File: config.mk
export PLATFORM = sky130hd
export DESIGN_NAME = smul_arbiter_2port_flat
export DESIGN_NICKNAME = d
export VERILOG_FILES = /design/src/rtl/smul_arbiter_2port_if.sv /design/src/rtl/smul_arbiter_2port.sv /design/src/flat_wrapper.sv
export SDC_FILE = /design/constraint.sdc
export NUM_CORES = 1
export LEC_CHECK = 0
export ABC_AREA = 1
export CAP_MARGIN = 10
export CORE_ASPECT_RATIO = 1.75
export CORE_MARGIN = 1
export CORE_UTILIZATION = 54
export DETAILED_ROUTE_END_ITERATION = 8
export GPL_TIMING_DRIVEN = 0
export MAX_ROUTING_LAYER = met4
export PLACE_DENSITY = 0.92
export SLEW_MARGIN = 20
export SYNTH_ARGS = -nofsm -noshare
export SYNTH_HDL_FRONTEND = slang
export SYNTH_SLANG_ARGS = --single-unit
File: constraint.sdc
create_clock -name clk -period 3 [get_ports clk]
set_clock_uncertainty 0.2 [all_clocks]
set_input_delay 0.3 -clock clk [delete_from_list [all_inputs] [get_ports clk]]
set_output_delay 0.3 -clock clk [all_outputs]
set_load 0.02 [all_outputs]
File: src/rtl/smul_arbiter_2port_if.sv
// Request/response bundle for the two-port shared signed multiplier.
// The slave modport is the multiplier side; master is the requester/bench side.
interface smul_arbiter_2port_if #(
  parameter int NBITS = 8
);
  logic               req0_val;
  logic               req0_rdy;
  logic [NBITS-1:0]   req0_in0;
  logic [NBITS-1:0]   req0_in1;
  logic               req1_val;
  logic               req1_rdy;
  logic [NBITS-1:0]   req1_in0;
  logic [NBITS-1:0]   req1_in1;
  logic               resp0_val;
  logic               resp0_rdy;
  logic               resp1_val;
  logic               resp1_rdy;
  logic [2*NBITS-1:0] resp_out;
  logic [1:0]         dbg_state;

  modport slave (
    input  req0_val, req0_in0, req0_in1,
    input  req1_val, req1_in0, req1_in1,
    input  resp0_rdy, resp1_rdy,
    output req0_rdy, req1_rdy, resp0_val, resp1_val, resp_out, dbg_state
  );

  modport master (
    output req0_val, req0_in0, req0_in1,
    output req1_val, req1_in0, req1_in1,
    output resp0_rdy, resp1_rdy,
    input  req0_rdy, req1_rdy, resp0_val, resp1_val, resp_out, dbg_state
  );
endinterface

File: src/rtl/smul_arbiter_2port.sv
// Two requesters share one NBITS-cycle shift-add signed multiplier, round-robin arbitrated.
// Optional SMUL_ARB_ZERO_BYPASS_EN: a zero operand skips BUSY and answers 0 directly.
//
// Handshake: a transfer happens on a rising edge where val and rdy are both 1.
// val/data are held stable by the sender until that edge; rdy never depends on
// anything but state, the val inputs and the priority pointer.
module smul_arbiter_2port #(
  parameter int NBITS = 8
) (
  input  logic                  clk,
  input  logic                  reset,
  smul_arbiter_2port_if.slave   io_bus
);

  localparam int CW = (NBITS > 1) ? $clog2(NBITS) : 1;
  localparam int PW = 2 * NBITS;

  typedef enum logic [1:0] {
    S_IDLE = 2'd0,
    S_BUSY = 2'd1,
    S_DONE = 2'd2
  } state_t;

  state_t          r_state;
  state_t          w_state_nxt;
  logic            r_prio;
  logic            r_owner;
  logic [PW-1:0]   r_mcand;
  logic [NBITS-1:0] r_mplier;
  logic [PW-1:0]   r_prod;
  logic [CW-1:0]   r_cnt;

  logic            w_grant0;
  logic            w_grant1;
  logic            w_sel;
  logic [NBITS-1:0] w_a;
  logic [NBITS-1:0] w_b;
  logic            w_req_fire;
  logic            w_resp_fire;
  logic            w_last;
  logic            w_req0_rdy;
  logic            w_req1_rdy;
  logic            w_resp0_val;
  logic            w_resp1_val;
  logic [PW-1:0]   w_resp_out;

  // Tie goes to the port named by r_prio; a lone valid port always wins.
  assign w_grant0 = io_bus.req0_val & (~io_bus.req1_val | ~r_prio);
  assign w_grant1 = io_bus.req1_val & (~io_bus.req0_val |  r_prio);
  assign w_sel    = w_grant1;
  assign w_a      = w_sel ? io_bus.req1_in0 : io_bus.req0_in0;
  assign w_b      = w_sel ? io_bus.req1_in1 : io_bus.req0_in1;

  // reset gates rdy so the outputs drop the instant reset asserts, not at an edge.
  assign w_req_fire  = (r_state == S_IDLE) & reset & (w_grant0 | w_grant1);
  assign w_resp_fire = (r_state == S_DONE) & (r_owner ? io_bus.resp1_rdy : io_bus.resp0_rdy);
  assign w_last      = (r_cnt == CW'(NBITS - 1));

`ifdef SMUL_ARB_ZERO_BYPASS_EN
  logic w_zero;
  assign w_zero = (w_a == '0) | (w_b == '0);
`endif

  always_ff @(posedge clk or negedge reset) begin
    if (!reset) begin
      r_state <= S_IDLE;
    end else begin
      r_state <= w_state_nxt;
    end
  end

  always_comb begin
    w_state_nxt = r_state;
    w_req0_rdy  = 1'b0;
    w_req1_rdy  = 1'b0;
    w_resp0_val = 1'b0;
    w_resp1_val = 1'b0;
    w_resp_out  = '0;
    unique case (r_state)
      S_IDLE: begin
        w_req0_rdy = w_grant0 & reset;
        w_req1_rdy = w_grant1 & reset;
`ifdef SMUL_ARB_ZERO_BYPASS_EN
        if (w_req_fire) w_state_nxt = w_zero ? S_DONE : S_BUSY;
`else
        if (w_req_fire) w_state_nxt = S_BUSY;
`endif
      end
      S_BUSY: begin
        if (w_last) w_state_nxt = S_DONE;
      end
      S_DONE: begin
        w_resp0_val = ~r_owner;
        w_resp1_val =  r_owner;
        w_resp_out  = r_prod;
        if (w_resp_fire) w_state_nxt = S_IDLE;
      end
      default: w_state_nxt = S_IDLE;
    endcase
  end

  // Multiplier MSB carries weight -2^(NBITS-1), so the final step subtracts.
  always_ff @(posedge clk or negedge reset) begin
    if (!reset) begin
      r_prio   <= 1'b0;
      r_owner  <= 1'b0;
      r_mcand  <= '0;
      r_mplier <= '0;
      r_prod   <= '0;
      r_cnt    <= '0;
    end else begin
      if (w_req_fire) begin
        r_owner  <= w_sel;
        r_mcand  <= {{NBITS{w_a[NBITS-1]}}, w_a};
        r_mplier <= w_b;
        r_prod   <= '0;
        r_cnt    <= '0;
      end else if (r_state == S_BUSY) begin
        if (r_mplier[0]) begin
          r_prod <= w_last ? (r_prod - r_mcand) : (r_prod + r_mcand);
        end
        r_mcand  <= r_mcand << 1;
        r_mplier <= r_mplier >> 1;
        r_cnt    <= r_cnt + CW'(1);
      end
      if (w_resp_fire) begin
        r_prio <= ~r_owner;
      end
    end
  end

  assign io_bus.req0_rdy  = w_req0_rdy;
  assign io_bus.req1_rdy  = w_req1_rdy;
  assign io_bus.resp0_val = w_resp0_val;
  assign io_bus.resp1_val = w_resp1_val;
  assign io_bus.resp_out  = w_resp_out;
  assign io_bus.dbg_state = r_state;

endmodule

File: src/flat_wrapper.sv
// flat-port wrapper written by rule: the top's interface ports become plain ports
module smul_arbiter_2port_flat 
#(
  parameter int NBITS = 8
)
  (clk, reset, io_bus_req0_val, io_bus_req0_in0, io_bus_req0_in1, io_bus_req1_val, io_bus_req1_in0, io_bus_req1_in1, io_bus_resp0_rdy, io_bus_resp1_rdy, io_bus_req0_rdy, io_bus_req1_rdy, io_bus_resp0_val, io_bus_resp1_val, io_bus_resp_out, io_bus_dbg_state);
  smul_arbiter_2port_if #(.NBITS(NBITS)) io_bus_i ();
  input  logic clk;
  input  logic reset;
  input wire logic [$bits(io_bus_i.req0_val)-1:0] io_bus_req0_val;
  input wire logic [$bits(io_bus_i.req0_in0)-1:0] io_bus_req0_in0;
  input wire logic [$bits(io_bus_i.req0_in1)-1:0] io_bus_req0_in1;
  input wire logic [$bits(io_bus_i.req1_val)-1:0] io_bus_req1_val;
  input wire logic [$bits(io_bus_i.req1_in0)-1:0] io_bus_req1_in0;
  input wire logic [$bits(io_bus_i.req1_in1)-1:0] io_bus_req1_in1;
  input wire logic [$bits(io_bus_i.resp0_rdy)-1:0] io_bus_resp0_rdy;
  input wire logic [$bits(io_bus_i.resp1_rdy)-1:0] io_bus_resp1_rdy;
  output wire logic [$bits(io_bus_i.req0_rdy)-1:0] io_bus_req0_rdy;
  output wire logic [$bits(io_bus_i.req1_rdy)-1:0] io_bus_req1_rdy;
  output wire logic [$bits(io_bus_i.resp0_val)-1:0] io_bus_resp0_val;
  output wire logic [$bits(io_bus_i.resp1_val)-1:0] io_bus_resp1_val;
  output wire logic [$bits(io_bus_i.resp_out)-1:0] io_bus_resp_out;
  output wire logic [$bits(io_bus_i.dbg_state)-1:0] io_bus_dbg_state;
  assign io_bus_i.req0_val = io_bus_req0_val;
  assign io_bus_i.req0_in0 = io_bus_req0_in0;
  assign io_bus_i.req0_in1 = io_bus_req0_in1;
  assign io_bus_i.req1_val = io_bus_req1_val;
  assign io_bus_i.req1_in0 = io_bus_req1_in0;
  assign io_bus_i.req1_in1 = io_bus_req1_in1;
  assign io_bus_i.resp0_rdy = io_bus_resp0_rdy;
  assign io_bus_i.resp1_rdy = io_bus_resp1_rdy;
  assign io_bus_req0_rdy = io_bus_i.req0_rdy;
  assign io_bus_req1_rdy = io_bus_i.req1_rdy;
  assign io_bus_resp0_val = io_bus_i.resp0_val;
  assign io_bus_resp1_val = io_bus_i.resp1_val;
  assign io_bus_resp_out = io_bus_i.resp_out;
  assign io_bus_dbg_state = io_bus_i.dbg_state;
  smul_arbiter_2port #(.NBITS(NBITS)) u_core (.clk(clk), .reset(reset), .io_bus(io_bus_i));
endmodule
======== Word level (Yosys, flattened, before mapping) ========
Cells that the tools add are included.
storage, ports and cells
  flip-flop bits (word level) ............. 47
  bits of input ports ..................... 38
  output and inout bits ................... 22
operators by class
  multiplexer cells ....................... 22
  equality and inequality tests ........... 6
  add/sub/neg operators ................... 3
  bitwise logic cells ..................... 14
  reduce and logical (&&, ||, !) cells .... 5
operators by type and width
  operator                                             number
  two-way mux 16 bit                                   7
  two-way mux 8 bit                                    4
  adder 16 bit                                         1
  subtractor 16 bit                                    1
  bitwise AND 1 bit                                    7
  two-way mux 2 bit                                    3
  two-way mux 3 bit                                    2
  != test 2 x 1 -> 1 bit, second input constant        3
  one-hot mux 2 bit (3 select lines)                   1
  two-way mux 1 bit                                    5
  inverter 1 bit                                       4
  nonzero test 2 bit                                   2
  adder 3 x 1 -> 3 bit, second input constant          1
  equality test 3 bit, second input constant           1
  bitwise OR 1 bit                                     3
  AND reduction 3 bit                                  1
  equality test 2 x 1 -> 1 bit, second input constant  1
  equality test 2 bit, second input constant           1
  logical NOT 2 bit                                    1
  AND reduction 2 bit                                  1

======== Depth between registers and ports, before layout ========
  depth in word-level cells ............... 7
  gate-level depth with buffers ........... 19

======== Worst setup path before layout ========
No wires, ideal clock.
  path kind ............................... register to register
  from .................................... register u_core.r_cnt[0]
  to ...................................... register u_core.r_prod[8]
  buffers on the path ..................... 1
  arrival ................................. 2.382 ns
  data required time ...................... 2.674 ns
  library setup time ...................... 0.126 ns
  stages on the path, launching flop included .. 15
  setup slack ............................. 0.292 ns
  path through ............................ dfrtp_1 -> ha_1 -> ha_1 -> clkbuf_1 -> o21ai_0 -> xor2_1 -> inv_1 -> ha_1 -> a21oi_1 -> nor2_1 -> nor2_1 -> nand2_1 -> or2_2 -> nand3_1 -> o21ai_0
between the ends
  word-level cells in the longest chain between the ends .. 5
ends and longest elaborated chain
  item                      RTL line                   text
  start: declaration        smul_arbiter_2port.sv:31   logic [CW-1:0] r_cnt;
  start signal: assignment  smul_arbiter_2port.sv:124  r_cnt <= r_cnt + CW'(1);
  equality test 3 bit       smul_arbiter_2port.sv:57   assign w_last = (r_cnt == CW'(NBITS - 1));
  two-way mux 16 bit        smul_arbiter_2port.sv:120  r_prod <= w_last ? (r_prod - r_mcand) : (r_prod + r_mcand);
  two-way mux 16 bit        smul_arbiter_2port.sv:119  if (r_mplier[0]) begin
  two-way mux 16 bit        smul_arbiter_2port.sv:118  end else if (r_state == S_BUSY) begin
  two-way mux 16 bit        smul_arbiter_2port.sv:112  if (w_req_fire) begin
  end signal: assignment    smul_arbiter_2port.sv:120
  end: declaration          smul_arbiter_2port.sv:30   logic [PW-1:0] r_prod;
No other way between the ends. The select of a mux whose other input is x is not followed.
A chain may end at the register's enable or synchronous reset.

======== Worst setup path in the final report ========
  from .................................... register u_core.r_mcand[2]
  to ...................................... register u_core.r_prod[15]
between the ends
  word-level cells in the longest chain between the ends .. 5
ends and longest elaborated chain
  item                                               RTL line                   text
  start: declaration                                 smul_arbiter_2port.sv:28   logic [PW-1:0] r_mcand;
  start signal: assignment                           smul_arbiter_2port.sv:114  r_mcand <= {{NBITS{w_a[NBITS-1]}}, w_a};
  start signal: assignment                           smul_arbiter_2port.sv:122  r_mcand <= r_mcand << 1;
  adder 16 bit or subtractor 16 bit (tied branches)  smul_arbiter_2port.sv:120
  two-way mux 16 bit *                               smul_arbiter_2port.sv:120
  two-way mux 16 bit *                               smul_arbiter_2port.sv:119
  two-way mux 16 bit *                               smul_arbiter_2port.sv:118
  two-way mux 16 bit *                               smul_arbiter_2port.sv:112
Every way passes the cells marked *; elsewhere a longest branch is shown, timed or not. The select of a mux whose other input is x is not followed.

==> results.toml <==
[worst_setup_path]
path_cells = "inv_1, nand3_1, o21ai_4, o21a_1, o21ai_1, xor2_1, ha_1, nand2_2, inv_1, a21oi_2, nand2_1, a21oi_1, nand3_1, nand3_1, nand2_1"
cp.required_ns = 3.02
cp_slowest_cell = "dfrtp_1"
crit_path_end_kind = "register"
arrival_ns = 2.98
critPathMaxFanout = 6
r2r-end = "u_core.r_prod[15]"
cp_common_cell = "nand3_1"
startpoint_type = "register"
max_stage_delay_ns = 0.39
endpoint = "u_core.r_prod[15]"
reg2regPathDepth = 15
crit_start = "u_core.r_mcand[2]"
critical_path_class = "reg2reg"
ff2ff_setup_slack_ns = 0.04
rr_startpoint = "u_core.r_mcand[2]"

[yosys]
syn_area_per_cell_um2 = 7.109
synth_seq_cells = 47
synth_warnings = 0
synthesis.nets = 538
ys_seq_area_frac = 0.3439
synth_cell_type_count = 39
netlist_area_mm2 = 0.003420
synthCells = 481

[pwr]
p_leak_nw = 2.179
p_int_w = 0.002669
power_w = 0.005516
p_seq_frac = 0.208
power.density_mw_per_mm2 = 1234
sw_frac_of_total = 0.5162
comb_power_share = 0.705
clockPowerShare = 0.086
peakVddDrop_mv = 0.7364
power_switching_w = 0.002847

[finish]
layout-drive-gt1-share = 0.1431
fill_cells = 428
multi_input_area_mm2 = 0.001999
mostFrequentLayoutCells = "nand2_1 (97), inv_1 (77), clkdlybuf4s50_1 (58)"
diodes = 0
final_common_cell = "nand2_1"
layoutNonFillerInstCount = 639
fin_area_mm2 = 0.004468
fin_nets = 616
syn_to_final_growth_pct = 30.66
seq_area_mm2 = 0.001176

[clock_tree]
h-tree-depth = 2
cts_made_buffers = 5
cts_root_buf = "clkbuf_8"
cts_sinks = 47
cts_tree = "built"
path_clk_slew_ns = 0.10
insertion_delay_ns = 0.32
ctsLongestPathBuffers = 2

[route]
drc = 0
vias_per_cell = 5.667
vias = 3621
wl_um = 9636
wl_per_cell_um = 15.08
drtPass1Iterations = 8
drtAntennaViolNets = 0
drt-initial-drc-count = 299

[floorplanning]
die_area_mm2 = 0.006667
ios = 60
core_area_mm2 = 0.006133
start_util = 0.5575
die_w_um = 62.16
rows = 38
die_y_um = 107.3

[global_routing]
grt_pass1_vias = 3598
grt_overflow_total = 0
track_usage = 0.3052
grt_first_pass_wirelength_um = 15580
grt_max_degree = 35
antenna_found_initial = 0

[timing]
worst_pin_slew_ns = 0.6835
setup_tns_ns = 0
slew_violations = 0
finalCriticalPeriod_ns = 2.961
hold_viol_final = 0
post-route-period-util = 0.9869
setup-violations-final = 0
relSlewSlack = 0.5428
fin_ws_ns = 0.03933
rsz0062_at_grt = "yes"
max_freq_mhz = 337.8

[place]
gp_congestion = 0.9738
dp.cells = 621
post-place-ws_ns = -0.07388
port_buffers = 59
dp_hpwl_um = 6912
place_area_mm2 = 0.004125

[flow_run]
max-cap-violations = 0

[min_path]
hp-class = "in2async"

[status]
outcome = "complete, no violations"
==> worst max-delay path, delay by kind of cell, from the launching register on <==
kind	cells	cell delay, ns
simple gates	6	0.62
compound gates	5	0.87
flops	1	0.39
xor+xnor	1	0.16
fa+ha+maj	1	0.38
buf+inv	2	0.26
==> cells by family after synthesis <==
family / share of synthesized area
adder cells (fa/ha/maj): 0.07172
AND/OR/NAND/NOR: 0.2539
AO/OA/AOI/OAI: 0.1694
buffers and inverters: 0.1120
flip-flops: 0.3439
multiplexers: 0.002927
XOR/XNOR: 0.04610
==> area by class of cell <==
type	instances	share of cell area
plain buffers	10	0.01428
clock buffers	5	0.01540
clock inverters	2	0.008401
inverters	87	0.07365
multi-input cells	337	0.4475
flip-flops and latches	47	0.2632
well taps	80	0.02240
repair buffers	71	0.1551
==> metrics by stage <==
stage | hold WS [ns] | util
finish | 0.2831 | 0.7285
global route | 0.2997 | 0.7285
CTS | 0.2910 | 0.6944
detailed placement | 0.04559 | 0.6726
global placement | 0.2715 | 0.6701
floorplan | -0.1956 | -
==> cells in the mapped netlist <==
| cell type | n | area share |
|---|---|---|
| nor2_1 | 59 | 0.065 |
| o21ai_0 | 24 | 0.035 |
| nand2_2 | 4 | 0.0073 |
| a31oi_1 | 2 | 0.0037 |
| fa_1 | 1 | 0.0059 |
| nand3b_1 | 2 | 0.0044 |
| inv_1 | 81 | 0.089 |
| xnor2_1 | 4 | 0.010 |
| o311ai_1 | 4 | 0.010 |
| nor3_1 | 1 | 0.0015 |
| buf_4 | 2 | 0.0044 |
| o22ai_1 | 12 | 0.022 |
| o32ai_2 | 1 | 0.0048 |
| o211ai_1 | 6 | 0.013 |
| o31ai_2 | 1 | 0.0037 |
| mux2i_1 | 1 | 0.0029 |
| clkinv_1 | 1 | 0.0011 |
| ha_1 | 18 | 0.066 |
| inv_2 | 5 | 0.0055 |
| o21bai_1 | 1 | 0.0022 |
| nand2_1 | 103 | 0.11 |
| xor2_1 | 14 | 0.036 |
| nand4_1 | 3 | 0.0055 |
| or2_2 | 7 | 0.013 |
| o21a_1 | 2 | 0.0044 |
| a22oi_1 | 2 | 0.0044 |
| dfrtp_1 | 47 | 0.34 |
| nor2_4 | 1 | 0.0033 |
| o311ai_0 | 2 | 0.0051 |
| o21ai_2 | 1 | 0.0026 |
| buf_6 | 1 | 0.0033 |
| o21ai_1 | 4 | 0.0059 |
| nand3_1 | 27 | 0.040 |
| clkbuf_1 | 4 | 0.0044 |
| o21ai_4 | 1 | 0.0048 |
| buf_2 | 3 | 0.0044 |
| o221ai_1 | 6 | 0.015 |
| nor2_2 | 1 | 0.0018 |
| a21oi_1 | 22 | 0.032 |
==> timing repair <==
action / in CTS / in global routing
setup buffers: 0 / 9
resized for setup: 4 / 43
setup endpoints to repair: 6 / 20
hold buffers: 2 / 0
endpoints found under the hold margin: 14 / 0
pin swaps: 0 / 5
==> worst min-delay path by stage <==
stage                                  start                          to  slack (ns)  cells after the start
after CTS                              reset           u_core.r_prod[15]        0.29                      3
final                                  reset          u_core.r_mcand[14]        0.28                      3
after global placement    u_core.r_mplier[6]          u_core.r_mplier[6]        0.27                      2
after detailed placement               reset           u_core.r_prod[13]        0.05                      1
after floorplan                        reset  u_core.io_bus.dbg_state[0]       -0.20                      0
after global routing                   reset          u_core.r_mcand[14]        0.30                      3
==> metal layers <==
metal  track usage  part of all wire  up-vias
met5             -                 0        -
met4        0.1894             0.045        0
met3       0.03919             0.045       48
met2        0.5754              0.56      167
met1        0.2893              0.35     1693
li1              -                 -     1713
==> power groups by stage <==
stage | registers [W] | clock network, W | logic (W)
after floorplan | 0.00109 | 0 | 0.00260
after global placement | 0.00113 | 0 | 0.00321
after detailed placement | 0.00114 | 0 | 0.00333
after CTS | 0.00113 | 0.000476 | 0.00339
after global routing | 0.00118 | 0.000506 | 0.00435
final | 0.00115 | 0.000475 | 0.00389
==> registers in the layout, summed over array words and instances (netlist names) <==
| register | flops |
|---|---|
| u_core.r_mplier | 8 |
| u_core.r_owner | 1 |
| u_core.r_prio | 1 |
| u_core.r_cnt | 3 |
| u_core.r_mcand | 16 |
| u_core.io_bus.dbg_state | 2 |
| u_core.r_prod | 16 |
(Power assumes the default switching activity.)
